==> config.mk <==
export PLATFORM = sky130hd
export DESIGN_NAME = seg7_scan_driver_flat
export DESIGN_NICKNAME = d
export VERILOG_FILES = /design/src/rtl/seg7_scan_if.sv /design/src/rtl/seg7_scan_driver.sv /design/src/flat_wrapper.sv
export SDC_FILE = /design/constraint.sdc
export NUM_CORES = 1
export LEC_CHECK = 0
export BUFFER_PORTS_ARGS = -buffer_cell sky130_fd_sc_hd__buf_2
export CORE_AREA = 2 2 109 69
export CTS_BUF_LIST = sky130_fd_sc_hd__clkbuf_2
export DETAILED_ROUTE_END_ITERATION = 8
export DIE_AREA = 0 0 111 71
export MAX_ROUTING_LAYER = met4
export PLACE_DENSITY = 0.75
export SLEW_MARGIN = 20
export SYNTH_ARGS = -nofsm -noshare
export SYNTH_HDL_FRONTEND = slang
export SYNTH_SLANG_ARGS = --single-unit
export TNS_END_PERCENT = 30
==> constraint.sdc <==
create_clock -name clk -period 6.78 [get_ports clk]
set_clock_uncertainty 0.05 [all_clocks]
set_input_delay 2.034 -clock clk [delete_from_list [all_inputs] [get_ports clk]]
set_output_delay 2.034 -clock clk [all_outputs]
set_load 0.03 [all_outputs]
==> src/rtl/seg7_scan_if.sv <==
// Connects a seven-segment scan driver to its pattern sources and to the display pins.
// The master side supplies per-digit patterns and controls; the slave side is the scan driver.
interface seg7_scan_if;
  logic [6:0] seg_in0;
  logic [6:0] seg_in1;
  logic [6:0] seg_in2;
  logic [6:0] seg_in3;
  logic [3:0] digit_en;
  logic [3:0] blink_mask;
  logic [6:0] seg_out;
  logic [3:0] an_out;
  logic       frame_tick;

  modport master (
    output seg_in0, seg_in1, seg_in2, seg_in3, digit_en, blink_mask,
    input  seg_out, an_out, frame_tick
  );

  modport slave (
    input  seg_in0, seg_in1, seg_in2, seg_in3, digit_en, blink_mask,
    output seg_out, an_out, frame_tick
  );
endinterface

==> src/rtl/seg7_scan_driver.sv <==
// Time-multiplexed 4-digit seven-segment driver. It snapshots all inputs once per frame,
// scans one digit per slot with an anode-off guard interval, and supports per-digit enable and blink.
module seg7_scan_driver #(
  parameter int REFRESH_DIV    = 50000,
  parameter int GUARD          = 500,
  parameter int BLINK_FRAMES   = 125,
  parameter bit SEG_ACTIVE_LOW = 1'b1
) (
  input  logic       clk,
  input  logic       rst,
  seg7_scan_if.slave bus
);

  localparam int P_W  = (REFRESH_DIV > 1) ? $clog2(REFRESH_DIV) : 1;
  localparam int BF_W = (BLINK_FRAMES > 1) ? $clog2(BLINK_FRAMES) : 1;

  localparam logic [P_W-1:0]  P_LAST  = P_W'(REFRESH_DIV - 1);
  localparam logic [P_W-1:0]  GUARD_V = P_W'(GUARD);
  localparam logic [BF_W-1:0] BF_LAST = BF_W'(BLINK_FRAMES - 1);
  localparam logic [6:0]      SEG_OFF = SEG_ACTIVE_LOW ? 7'h7F : 7'h00;
  localparam logic [3:0]      AN_OFF  = SEG_ACTIVE_LOW ? 4'hF : 4'h0;

  logic [P_W-1:0]  p_q, p_d;
  logic [1:0]      d_q, d_d;
  logic [BF_W-1:0] bf_q, bf_d;
  logic            ph_q, ph_d;

  logic [3:0][6:0] snap_seg_q, snap_seg_d;
  logic [3:0]      snap_en_q, snap_en_d;
  logic [3:0]      snap_blink_q, snap_blink_d;

  logic [6:0] seg_out_q, seg_out_d;
  logic [3:0] an_out_q, an_out_d;
  logic       frame_tick_q, frame_tick_d;

  logic       p_wrap;
  logic       load;
  logic       lit;
  logic [6:0] seg_on;
  logic [3:0] an_on;

  always_comb begin
    // NOTE: every signal gets a default first so no path through this block can infer a latch.
    p_wrap       = (p_q == P_LAST);
    load         = (p_q == '0) && (d_q == 2'd0);
    p_d          = p_wrap ? '0 : p_q + P_W'(1);
    d_d          = p_wrap ? d_q + 2'd1 : d_q;
    snap_seg_d   = snap_seg_q;
    snap_en_d    = snap_en_q;
    snap_blink_d = snap_blink_q;
    bf_d         = bf_q;
    ph_d         = ph_q;
    frame_tick_d = load;

    // All six inputs are captured together so a frame never mixes old and new patterns.
    if (load) begin
      snap_seg_d[0] = bus.seg_in0;
      snap_seg_d[1] = bus.seg_in1;
      snap_seg_d[2] = bus.seg_in2;
      snap_seg_d[3] = bus.seg_in3;
      snap_en_d     = bus.digit_en;
      snap_blink_d  = bus.blink_mask;
      if (bf_q == BF_LAST) begin
        bf_d = '0;
        ph_d = ~ph_q;
      end else begin
        bf_d = bf_q + BF_W'(1);
      end
    end

    // Outputs are derived from the post-edge state so they carry no extra latency.
    lit    = (p_d >= GUARD_V) && snap_en_d[d_d] && (ph_d || !snap_blink_d[d_d]);
    seg_on = lit ? snap_seg_d[d_d] : 7'h00;
    an_on  = lit ? (4'b0001 << d_d) : 4'h0;

    seg_out_d = SEG_ACTIVE_LOW ? ~seg_on : seg_on;
    an_out_d  = SEG_ACTIVE_LOW ? ~an_on : an_on;
  end

  always_ff @(posedge clk) begin
    // NOTE: sequential state uses non-blocking assignments so every flop samples pre-edge values.
    if (rst) begin
      p_q          <= '0;
      d_q          <= 2'd0;
      bf_q         <= '0;
      ph_q         <= 1'b1;
      // NOTE: the snapshot is a handful of flops, not a RAM, so resetting it costs nothing special.
      snap_seg_q   <= '0;
      snap_en_q    <= 4'h0;
      snap_blink_q <= 4'h0;
      seg_out_q    <= SEG_OFF;
      an_out_q     <= AN_OFF;
      frame_tick_q <= 1'b0;
    end else begin
      p_q          <= p_d;
      d_q          <= d_d;
      bf_q         <= bf_d;
      ph_q         <= ph_d;
      snap_seg_q   <= snap_seg_d;
      snap_en_q    <= snap_en_d;
      snap_blink_q <= snap_blink_d;
      seg_out_q    <= seg_out_d;
      an_out_q     <= an_out_d;
      frame_tick_q <= frame_tick_d;
    end
  end

  assign bus.seg_out    = seg_out_q;
  assign bus.an_out     = an_out_q;
  assign bus.frame_tick = frame_tick_q;

endmodule
==> src/flat_wrapper.sv <==
// flat-port wrapper written by rule: the top's interface ports become plain ports
module seg7_scan_driver_flat 
#(
  parameter int REFRESH_DIV    = 50000,
  parameter int GUARD          = 500,
  parameter int BLINK_FRAMES   = 125,
  parameter bit SEG_ACTIVE_LOW = 1'b1
)
  (clk, rst, bus_seg_in0, bus_seg_in1, bus_seg_in2, bus_seg_in3, bus_digit_en, bus_blink_mask, bus_seg_out, bus_an_out, bus_frame_tick);
  seg7_scan_if bus_i ();
  input  logic clk;
  input  logic rst;
  input wire logic [$bits(bus_i.seg_in0)-1:0] bus_seg_in0;
  input wire logic [$bits(bus_i.seg_in1)-1:0] bus_seg_in1;
  input wire logic [$bits(bus_i.seg_in2)-1:0] bus_seg_in2;
  input wire logic [$bits(bus_i.seg_in3)-1:0] bus_seg_in3;
  input wire logic [$bits(bus_i.digit_en)-1:0] bus_digit_en;
  input wire logic [$bits(bus_i.blink_mask)-1:0] bus_blink_mask;
  output wire logic [$bits(bus_i.seg_out)-1:0] bus_seg_out;
  output wire logic [$bits(bus_i.an_out)-1:0] bus_an_out;
  output wire logic [$bits(bus_i.frame_tick)-1:0] bus_frame_tick;
  assign bus_i.seg_in0 = bus_seg_in0;
  assign bus_i.seg_in1 = bus_seg_in1;
  assign bus_i.seg_in2 = bus_seg_in2;
  assign bus_i.seg_in3 = bus_seg_in3;
  assign bus_i.digit_en = bus_digit_en;
  assign bus_i.blink_mask = bus_blink_mask;
  assign bus_seg_out = bus_i.seg_out;
  assign bus_an_out = bus_i.an_out;
  assign bus_frame_tick = bus_i.frame_tick;
  seg7_scan_driver #(.REFRESH_DIV(REFRESH_DIV), .GUARD(GUARD), .BLINK_FRAMES(BLINK_FRAMES), .SEG_ACTIVE_LOW(SEG_ACTIVE_LOW)) u_core (.clk(clk), .rst(rst), .bus(bus_i));
endmodule
# Yosys cells after proc, flatten, opt, wreduce, memory -nomap -nowiden
# Cells that the tools add are included.
[classes]
reduce_logical = 7
magnitude_cmp = 2
addsub = 3
n_div = 0
n_bitwise = 3
multipliers = 0
n_eq_ne = 2
shifts = 1
n_mux = 16
[op_table]
columns = ["cell", "count"]
rows = [
  ["28-bit two-way mux", 1],
  ["7-bit two-way mux", 3],
  ["16-bit by 1-bit adder with 16-bit output (second input constant)", 1],
  ["16-bit equality test (second input constant)", 1],
  ["16-bit by 9-bit greater-or-equal comparator with 1-bit output (second input constant)", 1],
  ["16-bit logical NOT", 1],
  ["16-bit two-way mux", 1],
  ["7-bit binary-select mux with 2-bit select", 1],
  ["4-bit two-way mux", 3],
  ["7-bit by 1-bit adder with 7-bit output (second input constant)", 1],
  ["7-bit equality test (second input constant)", 1],
  ["7-bit NOT", 1],
  ["1-bit binary-select mux with 2-bit select", 2],
  ["1-bit two-way mux", 4],
  ["4-bit NOT", 1],
  ["1-bit by 2-bit left shift with 4-bit output (first input constant)", 1],
  ["1-bit logical AND", 3],
  ["2-bit by 3-bit less-than comparator with 1-bit output (second input constant)", 1],
  ["2-bit by 1-bit adder with 2-bit output (second input constant)", 1],
  ["2-bit logical NOT", 1],
  ["2-bit two-way mux", 1],
  ["1-bit logical NOT", 1],
  ["1-bit logical OR", 1],
  ["1-bit NOT", 1],
]
[totals]
ramBits = 0
rom_bits = 0
latch_bits = 0
word_cells = 47
n_memories = 0
register_bits = 74
output_inout_bits = 12

# Logic depth before layout (Yosys ltp)
# Gate-level depths: netlist of run 1.
[logic_depth]
depth_word = 10
depth_mapped = 11

# Worst setup path before layout of run 1
# No wires, ideal clock.
[synth_path]
kind = "input port to flip-flop"
start = "input port bus_digit_en[1]"
end = "register u_core.an_out_q[1] (netlist: u_core.bus.an_out[1])"
t_required_ns = 6.610
path_stages = 7
slack_ns = 3.345
arrival_ns = 3.265
path_cell_list = "mux4_2 > nor4_1 > a2111o_1 > a31oi_2 > o221ai_2 > buf_6 > or2_1"
[synth_between]
elab_chain_len = 7
[synth_rtl]
columns = ["item", "line_no", "rtl"]
rows = [
  ["from (decl)", "flat_wrapper.sv:17", "input wire logic [$bits(bus_i.digit_en)-1:0] bus_digit_en;"],
  ["4-bit two-way mux", "seg7_scan_driver.sv:56", "if (load) begin"],
  ["1-bit binary-select mux with 2-bit select", "seg7_scan_driver.sv:72", "lit = (p_d >= GUARD_V) && snap_en_d[d_d] && (ph_d || !snap_blink_d[d_d]);"],
  ["1-bit two-way mux (implied by the code)", "seg7_scan_driver.sv:72", ""],
  ["1-bit logical AND (2 in series)", "seg7_scan_driver.sv:72", ""],
  ["4-bit two-way mux", "seg7_scan_driver.sv:74", "an_on = lit ? (4'b0001 << d_d) : 4'h0;"],
  ["4-bit NOT", "seg7_scan_driver.sv:77", "an_out_d = SEG_ACTIVE_LOW ? ~an_on : an_on;"],
  ["to (signal assigned)", "seg7_scan_driver.sv:103", "an_out_q <= an_out_d;"],
  ["to (decl)", "seg7_scan_driver.sv:33", "logic [3:0] an_out_q, an_out_d;"],
]
# No other way between the ends. The select of a mux whose other input is x is not followed.
# A chain may end at the register's enable or synchronous reset.

# Worst setup path in the final report of run 1
[layout_path]
start = "register u_core.p_q[0]"
end = "register u_core.an_out_q[3] (netlist: u_core.bus.an_out[3])"
[layout_between]
elab_chain_len = 10
word_cells_on_any_way = 21
classes_between = "add/sub: 1; order compare: 1; eq/ne: 1; shift: 1; mux: 10; bitwise: 1; reduce/logical: 6"
[layout_rtl]
columns = ["item", "line_no", "rtl"]
rows = [
  ["from (decl)", "seg7_scan_driver.sv:23", "logic [P_W-1:0] p_q, p_d;"],
  ["from (signal assigned)", "seg7_scan_driver.sv:95", "p_q <= p_d;"],
  ["parallel branches: the longest is 8 deep, another holds 16-bit by 1-bit adder with 16-bit output", "-", ""],
  ["4-bit two-way mux *", "seg7_scan_driver.sv:74", ""],
  ["4-bit NOT *", "seg7_scan_driver.sv:77", ""],
]
# Every way passes the cells marked *. The select of a mux whose other input is x is not followed.

==> flow_metrics.env, run 1 <==
export IMPL_synth_common_cells="nand2_1 (88), dfxtp_1 (74), a21oi_1 (39)"
export IMPL_power_leakage_nw=1.55
export IMPL_r2r_start="u_core.p_q[0]"
export IMPL_ys_warnings_count=0
export IMPL_areaGrowthSynthToFinish_pct=10.7
export IMPL_hp_start="u_core.snap_seg_q[13]"
export IMPL_synthTopCellsByArea="dfxtp_1 (40%), nand2_1 (9.0%), mux2i_1 (6.5%), a21oi_1 (5.3%), nor2_1 (3.8%)"
export IMPL_status="completed"
export IMPL_path_delay_family="compound AO/OA/AOI/OAI gates"
export IMPL_setup_violations=0
export IMPL_slowest_stage="o21ai_1"
export IMPL_routed_wl_um=8610
export IMPL_antenna_found_initial=0
export IMPL_synthDistinctLibCells=47
export IMPL_setup_tns_ns=0
export IMPL_worst_path_max_fanout=11
export IMPL_powerDensity_nw_per_um2=223
export IMPL_drv_cap=0
export IMPL_cts_sinks=74
export IMPL_drtIter0Drc=256
export IMPL_fillers=625
export IMPL_ant_nets=0
export IMPL_layout_cells_non_filler=577
export IMPL_rsz0062_at_grt="no"
export IMPL_synth_nets=491
export IMPL_vias=3191
export IMPL_grt_pass1_wl_um=14400
export IMPL_fin_ws_ns=3.16
export IMPL_hold_buffers=0
export IMPL_drc=0
export IMPL_portBuffers=49
export IMPL_dp_hpwl_um=5980
export IMPL_postCtsSetupBuffers=0
export IMPL_finalCritPeriodShare=0.535
export IMPL_syn_avg_cell_area_um2=8.20
export IMPL_period_minus_slack_ns=3.62
export IMPL_gp_congestion=0.814
export IMPL_crit_type="register to register"
export IMPL_grt_max_degree=59
export IMPL_die_w_um=111
export IMPL_viasPerCell=5.53
export IMPL_irDropWorstVdd_v=0.000140
export IMPL_synth_edf_count=0
export IMPL_seq_area_frac_synth=0.403
export IMPL_r2r_slack_ns=3.16
export IMPL_crit_chain="ha_1 -> nand3_1 -> or4_4 -> o21ai_1 -> nand2_1 -> mux4_2 -> o221ai_2 -> o21bai_1"
export IMPL_place_ws_ns=3.07
export IMPL_yosysMostFrequentCell="nand2_1"
export IMPL_insertion_delay_ns=0.55
export IMPL_rows=24
export IMPL_placed_cell_area_um2=3920
export IMPL_synth_area_um2=3670
export IMPL_cts_resized=0
export IMPL_cp_num_buf_inv=0
export IMPL_cts_tree="done"
export IMPL_synth_ff_latch_count=74
export IMPL_synth_top_area_frac=0.403
export IMPL_ys_async_sr_fraction=0
export IMPL_start_util=0.530
export IMPL_cts_clk_slew_worst_paths_ns=0.20
export IMPL_diodes=0
export IMPL_drv_slew=0
export IMPL_place_inst=561
export IMPL_core_area_um2=6940
export IMPL_numCtsBuffers=9
export IMPL_root_buffer="clkbuf_2"
export IMPL_h_tree_depth=3
export IMPL_max_freq_mhz=276
export IMPL_ys_flop_type="dfxtp_1"
export IMPL_dieArea_um2=7880
export IMPL_timing_hold_ws_ns=0.414
export IMPL_die_h_um=71
export IMPL_crit_path_end_kind="register"
export IMPL_io_pins=50
export IMPL_first_pass_iters=4
export IMPL_relSlewSlack=0.432
export IMPL_layout_drive_gt1_share=0.163
export IMPL_cp_start_kind="register"
export IMPL_grt_ovfl_total=0
export IMPL_worstHoldPathType="register to register"
export IMPL_grt_pass1_vias=2951
export IMPL_clockBufferDepth=2
export IMPL_nNetsFinal=524
export IMPL_final_area_um2=4070
export IMPL_cp_startpoint="u_core.p_q[0]"
export IMPL_required_ns=7.22
export IMPL_grt_util_all_layers=0.236
export IMPL_wl_per_cell_um=14.9
export IMPL_max_stage_delay_ns=0.57
export IMPL_crit_arrival_ns=4.07
export IMPL_worstMarginPinSlew_ns=0.852
export IMPL_hold_violations=0
export IMPL_yosys_area_top_type="dfxtp_1"
export IMPL_synthCells=448
## through the flow
stage          utilization  total power [W]
2_1_floorplan            -         0.000566
3_3_place_gp         0.565         0.000599
3_5_place_dp         0.565         0.000603
4_1_cts              0.587         0.000911
5_1_grt              0.587         0.000950
6_report             0.587         0.000909
## cell families after synthesis
family                   after synthesis  synth area share
XOR/XNOR                              25            0.0596
multiplexers                          28            0.0909
AO/OA/AOI/OAI                         67             0.113
AND/OR/NAND/NOR                      198             0.255
flip-flops                            74             0.403
buffers and inverters                 51            0.0620
adder cells (fa/ha/maj)                5            0.0170
## flip-flops by register name, indices dropped and copies added, names as in the netlist
register	cells
u_core.snap_en_q	4
u_core.p_q	16
u_core.snap_seg_q	28
u_core.snap_blink_q	4
u_core.bf_q	7
u_core.d_q	2
u_core.bus.an_out	4
u_core.bus.frame_tick	1
u_core.bus.seg_out	7
u_core.ph_q	1
## area by class of cell
type                       instances  area, µm²  area share
clock buffer                       9       45.0      0.0111
sequential                        74       1480       0.364
inverter                          20       75.1      0.0185
tap                               91        114      0.0280
multi-input combinational        323       1970       0.484
clock inverter                     7        108      0.0264
timing repair buffer              53        275      0.0677
## power breakdown
group / switching (W) / internal [W] / leakage (nW)
Clock: 0.000158 / 0.000155 / 0.0907
Sequential: 0.0000155 / 0.000460 / 0.605
Combinational: 0.0000749 / 0.0000450 / 0.854
Total: 0.000249 / 0.000660 / 1.55
## placed cells by master, fill, tap and decap left out, drive strengths merged, types with 3 or more instances in the layout
cell type  synthesis  layout
xnor2             14      14
or3                5       5
nor2              38      38
and3               8       8
nand3             24      24
inv               20      20
a21oi             39      39
o21ai              4       4
xor2              11      11
a31oi              8       8
clkinv             0       4
or2                3       3
ha                 5       5
a2111oi            7       7
nor3               5       5
dfxtp             74      74
nand4b             7       7
mux2i             24      24
and4               4       4
nor4               3       3
bufinv             0       3
buf               12      53
mux4               4       4
nand4              7       7
nand2             89      89
clkbuf            19       9
## worst min-delay path, stage by stage (launching register included)
cell	delay, ns
dfxtp_1	0.35
nand2_1	0.05
a21oi_1	0.05
## final timing paths
| path | depth (start not counted) | endpoint |
|---|---|---|
| max | 8 | u_core.bus.an_out[3] |
| max reg2reg | 8 | u_core.bus.an_out[3] |
| min | 2 | u_core.snap_seg_q[13] |
| min reg2reg | 2 | u_core.snap_seg_q[13] |
## layer usage
| metal | global-route usage | routed length [µm] | up-vias |
|---|---|---|---|
| met4 | 0.0764 | 108 | 0 |
| met5 | - | 0 | - |
| met1 | 0.355 | 4380 | 1464 |
| li1 | - | - | 1602 |
| met3 | 0.0677 | 720 | 12 |
| met2 | 0.296 | 3410 | 113 |
(Power assumes the default switching activity.)
==> run 2: changes to the inputs <==
- CORE_AREA: 2 2 109 69 -> 2 2 110 69
- DIE_AREA: 0 0 111 71 -> 0 0 112 71
- PLACE_DENSITY: 0.75 -> 0.78
- clock period: 6.78 -> 3.3 ns (I/O delays scaled with it)
==> flow_metrics.env, run 2 (synthesis gave the netlist of run 1 again) <==
export IMPL_status="completed"
export IMPL_cts_clk_slew_worst_paths_ns=0.16
export IMPL_drc=0
export IMPL_root_buffer="clkbuf_2"
export IMPL_numCtsBuffers=9
export IMPL_regMostFlops="u_core.snap_seg_q"
export IMPL_multiInputGateArea_um2=1970
export IMPL_wl_met2_um=3450
export IMPL_crit_type="register to register"
export IMPL_wl_per_cell_um=15.0
export IMPL_gp_congestion=0.857
export IMPL_viasPerCell=5.61
export IMPL_antenna_found_initial=0
export IMPL_diodes=0
export IMPL_layout_cells_non_filler=579
export IMPL_insertion_delay_ns=0.55
export IMPL_seqCellArea_um2=1480
export IMPL_drv_cap=0
export IMPL_irDropWorstVdd_v=0.000259
export IMPL_place_ws_ns=0.347
export IMPL_r2r_start="u_core.p_q[0]"
export IMPL_period_minus_slack_ns=3.01
export IMPL_h_tree_depth=3
export IMPL_setup_violations=0
export IMPL_place_inst=566
export IMPL_routed_top_layer="met4"
export IMPL_final_area_um2=4030
export IMPL_nNetsFinal=529
export IMPL_grt_pass1_vias=2846
export IMPL_cts_resized=0
export IMPL_ant_nets=0
export IMPL_grt_pass1_wl_um=13900
export IMPL_powerDensity_nw_per_um2=401
export IMPL_grt_ovfl_total=0
export IMPL_required_ns=3.71
export IMPL_drv_slew=0
export IMPL_first_pass_iters=5
export IMPL_crit_arrival_ns=3.41
export IMPL_utilization=0.573
export IMPL_largest_register_ffs=28
export IMPL_cp_startpoint="u_core.p_q[0]"
export IMPL_final_cell_mix="nand2_1 (88), dfxtp_1 (74), buf_2 (49)"
export IMPL_wl_met3_um=691
export IMPL_rsz0062_at_grt="no"
export IMPL_vias=3250
export IMPL_layout_commonest_cell="nand2_1"
export IMPL_portBuffers=49
export IMPL_relSlewSlack=0.458
export IMPL_dp_hpwl_um=6010
export IMPL_grt_max_degree=64
export IMPL_placed_cell_area_um2=3970
export IMPL_dieArea_um2=7950
export IMPL_rows=24
export IMPL_hold_violations=0
export IMPL_worstMarginPinSlew_ns=0.807
export IMPL_io_pins=50
export IMPL_start_util=0.523
export IMPL_die_h_um=71
export IMPL_cts_tree="done"
export IMPL_clockBufferDepth=2
export IMPL_postCtsSetupBuffers=0
export IMPL_power_leakage_nw=1.54
export IMPL_worstHoldPathType="register to register"
export IMPL_fillers=642
export IMPL_crit_path_end_kind="register"
export IMPL_max_freq_mhz=333
export IMPL_core_area_um2=7030
export IMPL_routed_wl_um=8710
export IMPL_drtIter0Drc=358
export IMPL_biggestRegsByFlops="u_core.snap_seg_q: 28 flops, u_core.p_q: 16 flops"
export IMPL_hp_start="u_core.snap_seg_q[6]"
export IMPL_finalCritPeriodShare=0.911
export IMPL_worst_path_max_fanout=11
export IMPL_cp_start_kind="register"
export IMPL_wl_met1_um=4500
export IMPL_hold_buffers=0
export IMPL_layout_drive_gt1_share=0.166
export IMPL_areaGrowthSynthToFinish_pct=9.64
export IMPL_grt_util_all_layers=0.227
export IMPL_die_w_um=112
export IMPL_cts_sinks=74
export IMPL_setup_tns_ns=0
export IMPL_fin_ws_ns=0.294
==> run 2: cell types whose count changed in the layout (fill, tap and decap cells not counted), sizes merged <==
cell | previous run | this run
clkinv | 4 | 2
buf | 53 | 58
clkbuf | 9 | 11
bufinv | 3 | 0
==> run 2: per-stage QoR <==
step / power [W] / hold WS [ns]
3_5_place_dp: 0.00125 / 0.393
4_1_cts: 0.00161 / 0.413
2_1_floorplan: 0.00116 / 0.377
3_3_place_gp: 0.00124 / 0.386
6_report: 0.00161 / 0.411
5_1_grt: 0.00169 / 0.433
==> run 2: per-layer routing <==
layer / vias to the layer above / GRT usage
met5: - / -
met4: 0 / 0.0501
met3: 10 / 0.0660
met2: 123 / 0.293
met1: 1503 / 0.346
li1: 1614 / -
==> run 2: final cells by class <==
type                       count  share of cell area
timing repair buffer          58              0.0807
sequential                    74               0.368
multi-input combinational    323               0.489
clock inverter                 2             0.00186
tap                           91              0.0283
inverter                      20              0.0186
clock buffer                  11              0.0137
==> run 2: path summary, 6_finish.rpt <==
path | endpoint | cells after the start | slack [ns]
min reg2reg | u_core.snap_seg_q[6] | 2 | 0.41
max | u_core.bus.an_out[3] | 8 | 0.29
min | u_core.snap_seg_q[6] | 2 | 0.41
max reg2reg | u_core.bus.an_out[3] | 8 | 0.29
==> run 2: worst max-delay path: stages, from the launching register on <==
cell and delay [ns]:
dfxtp_1 0.43, ha_1 0.28, nand3_1 0.17, or4_4 0.54
or3_1 0.34, nand2_1 0.15, mux4_2 0.32, o221ai_2 0.45
o21bai_1 0.19
==> run 2: where the power goes <==
part | internal (W) | switching (W) | total [W]
sequential | 0.000944 | 0.0000344 | 0.000978
clock | 0.0000889 | 0.000293 | 0.000382
combinational | 0.0000975 | 0.000156 | 0.000253
==> run 3: changes to the inputs <==
- SETUP_SLACK_MARGIN: not set -> 0.3
==> flow_metrics.env, run 3 (synthesis gave the netlist of run 1 again) <==
export IMPL_io_pins=50
export IMPL_r2r_slack_ns=0.42
export IMPL_crit_type="register to register"
export IMPL_layout_drive_gt1_share=0.176
export IMPL_crit_arrival_ns=3.25
export IMPL_biggestRegsByFlops="u_core.snap_seg_q: 28 flops, u_core.p_q: 16 flops"
export IMPL_core_area_um2=7030
export IMPL_regMostFlops="u_core.snap_seg_q"
export IMPL_final_cell_mix="nand2_1 (88), dfxtp_1 (73), buf_2 (49)"
export IMPL_largest_register_ffs=28
export IMPL_crit_path_end_kind="register"
export IMPL_die_w_um=112
export IMPL_ant_nets=0
export IMPL_rsz0062_at_grt="no"
export IMPL_routed_wl_um=8920
export IMPL_cts_clk_slew_worst_paths_ns=0.16
export IMPL_vias=3275
export IMPL_hold_violations=0
export IMPL_clockBufferDepth=2
export IMPL_fillers=641
export IMPL_rows=24
export IMPL_insertion_delay_ns=0.54
export IMPL_setup_violations=0
export IMPL_start_util=0.523
export IMPL_cts_tree="done"
export IMPL_grt_ovfl_total=0
export IMPL_viasPerCell=5.65
export IMPL_grt_pass1_wl_um=14000
export IMPL_timing_hold_ws_ns=0.411
export IMPL_cts_sinks=74
export IMPL_die_h_um=71
export IMPL_required_ns=3.68
export IMPL_grt_max_degree=64
export IMPL_worstHoldPathType="register to register"
export IMPL_numCtsBuffers=9
export IMPL_relSlewSlack=0.642
export IMPL_multiInputGateArea_um2=2020
export IMPL_drtIter0Drc=405
export IMPL_wl_per_cell_um=15.4
export IMPL_layout_commonest_cell="nand2_1"
export IMPL_gp_congestion=0.857
export IMPL_period_minus_slack_ns=2.88
export IMPL_drv_cap=0
export IMPL_drv_slew=0
export IMPL_grt_util_all_layers=0.229
export IMPL_powerDensity_nw_per_um2=396
export IMPL_root_buffer="clkbuf_2"
export IMPL_portBuffers=49
export IMPL_power_leakage_nw=1.54
export IMPL_h_tree_depth=3
export IMPL_grt_pass1_vias=2859
export IMPL_status="completed"
export IMPL_diodes=0
export IMPL_finalCritPeriodShare=0.872
export IMPL_hold_buffers=0
export IMPL_dieArea_um2=7950
export IMPL_nNetsFinal=530
export IMPL_total_power_w=0.00162
export IMPL_max_freq_mhz=348
export IMPL_areaGrowthSynthToFinish_pct=10.9
export IMPL_worst_path_max_fanout=9
export IMPL_setup_tns_ns=0
export IMPL_first_pass_iters=5
export IMPL_antenna_found_initial=0
export IMPL_drc=0
export IMPL_worstMarginPinSlew_ns=0.533
export IMPL_irDropWorstVdd_v=0.000257
export IMPL_seqCellArea_um2=1480
export IMPL_dp_hpwl_um=6010
export IMPL_cp_start_kind="register"
==> run 3: changes by cell type in the layout (fill, tap and decap cells not counted), sizes merged <==
| cell | change |
|---|---|
| o221ai | +1 |
==> run 3: report_power, final <==
part / leakage (nW) / switching, W / internal (W)
Clock: 0.0488 / 0.000288 / 0.0000889
Sequential: 0.605 / 0.0000340 / 0.000944
Combinational: 0.889 / 0.000162 / 0.0000982
==> run 3: area by class of cell <==
| class | instances | share of cell area |
|---|---|---|
| clock buffers | 11 | 0.0135 |
| repair buffers | 58 | 0.0798 |
| inverters | 20 | 0.0184 |
| well taps | 91 | 0.0279 |
| clock inverters | 2 | 0.00184 |
| flip-flops and latches | 74 | 0.364 |
| multi-input cells | 324 | 0.495 |
==> run 3: worst paths after layout <==
path | depth (start not counted) | to | from
setup / recovery | 7 | u_core.bus.an_out[1] | u_core.p_q[10]
setup reg to reg | 7 | u_core.bus.an_out[1] | u_core.p_q[10]
hold / removal | 2 | u_core.snap_seg_q[6] | u_core.snap_seg_q[6]
hold reg to reg | 2 | u_core.snap_seg_q[6] | u_core.snap_seg_q[6]
==> run 3: timing repair <==
action,in CTS,in global routing
setup buffers,0,0
gates resized for setup,1,6
gates cloned,0,1
setup endpoints to repair,2,11
pin swaps,0,1
==> run 3: worst max-delay path, stage by stage (launching register included) <==
cell and delay, ns:
dfxtp_1 0.40, nor4_2 0.36, nand2_2 0.18, or3_1 0.53
a2111o_1 0.43, a31oi_2 0.34, o221ai_4 0.22, or2_1 0.27
==> run 3: through the flow <==
stage          setup slack (ns)  cells  instance area [µm²]   util
2_1_floorplan             0.769    448                 3670      -
3_5_place_dp              0.347    566                 3970  0.564
6_report                  0.423    580                 4080  0.580
4_1_cts                   0.370    579                 4040  0.575
3_3_place_gp              0.439    566                 3970  0.564
5_1_grt                   0.304    580                 4080  0.580
==> run 3: per-layer routing <==
| layer | global-route usage | up-vias | part of all wire |
|---|---|---|---|
| li1 | - | 1615 | - |
| met1 | 0.346 | 1512 | 0.50 |
| met2 | 0.297 | 135 | 0.40 |
| met3 | 0.0660 | 13 | 0.087 |
| met4 | 0.0501 | 0 | 0.0083 |
| met5 | - | - | 0 |
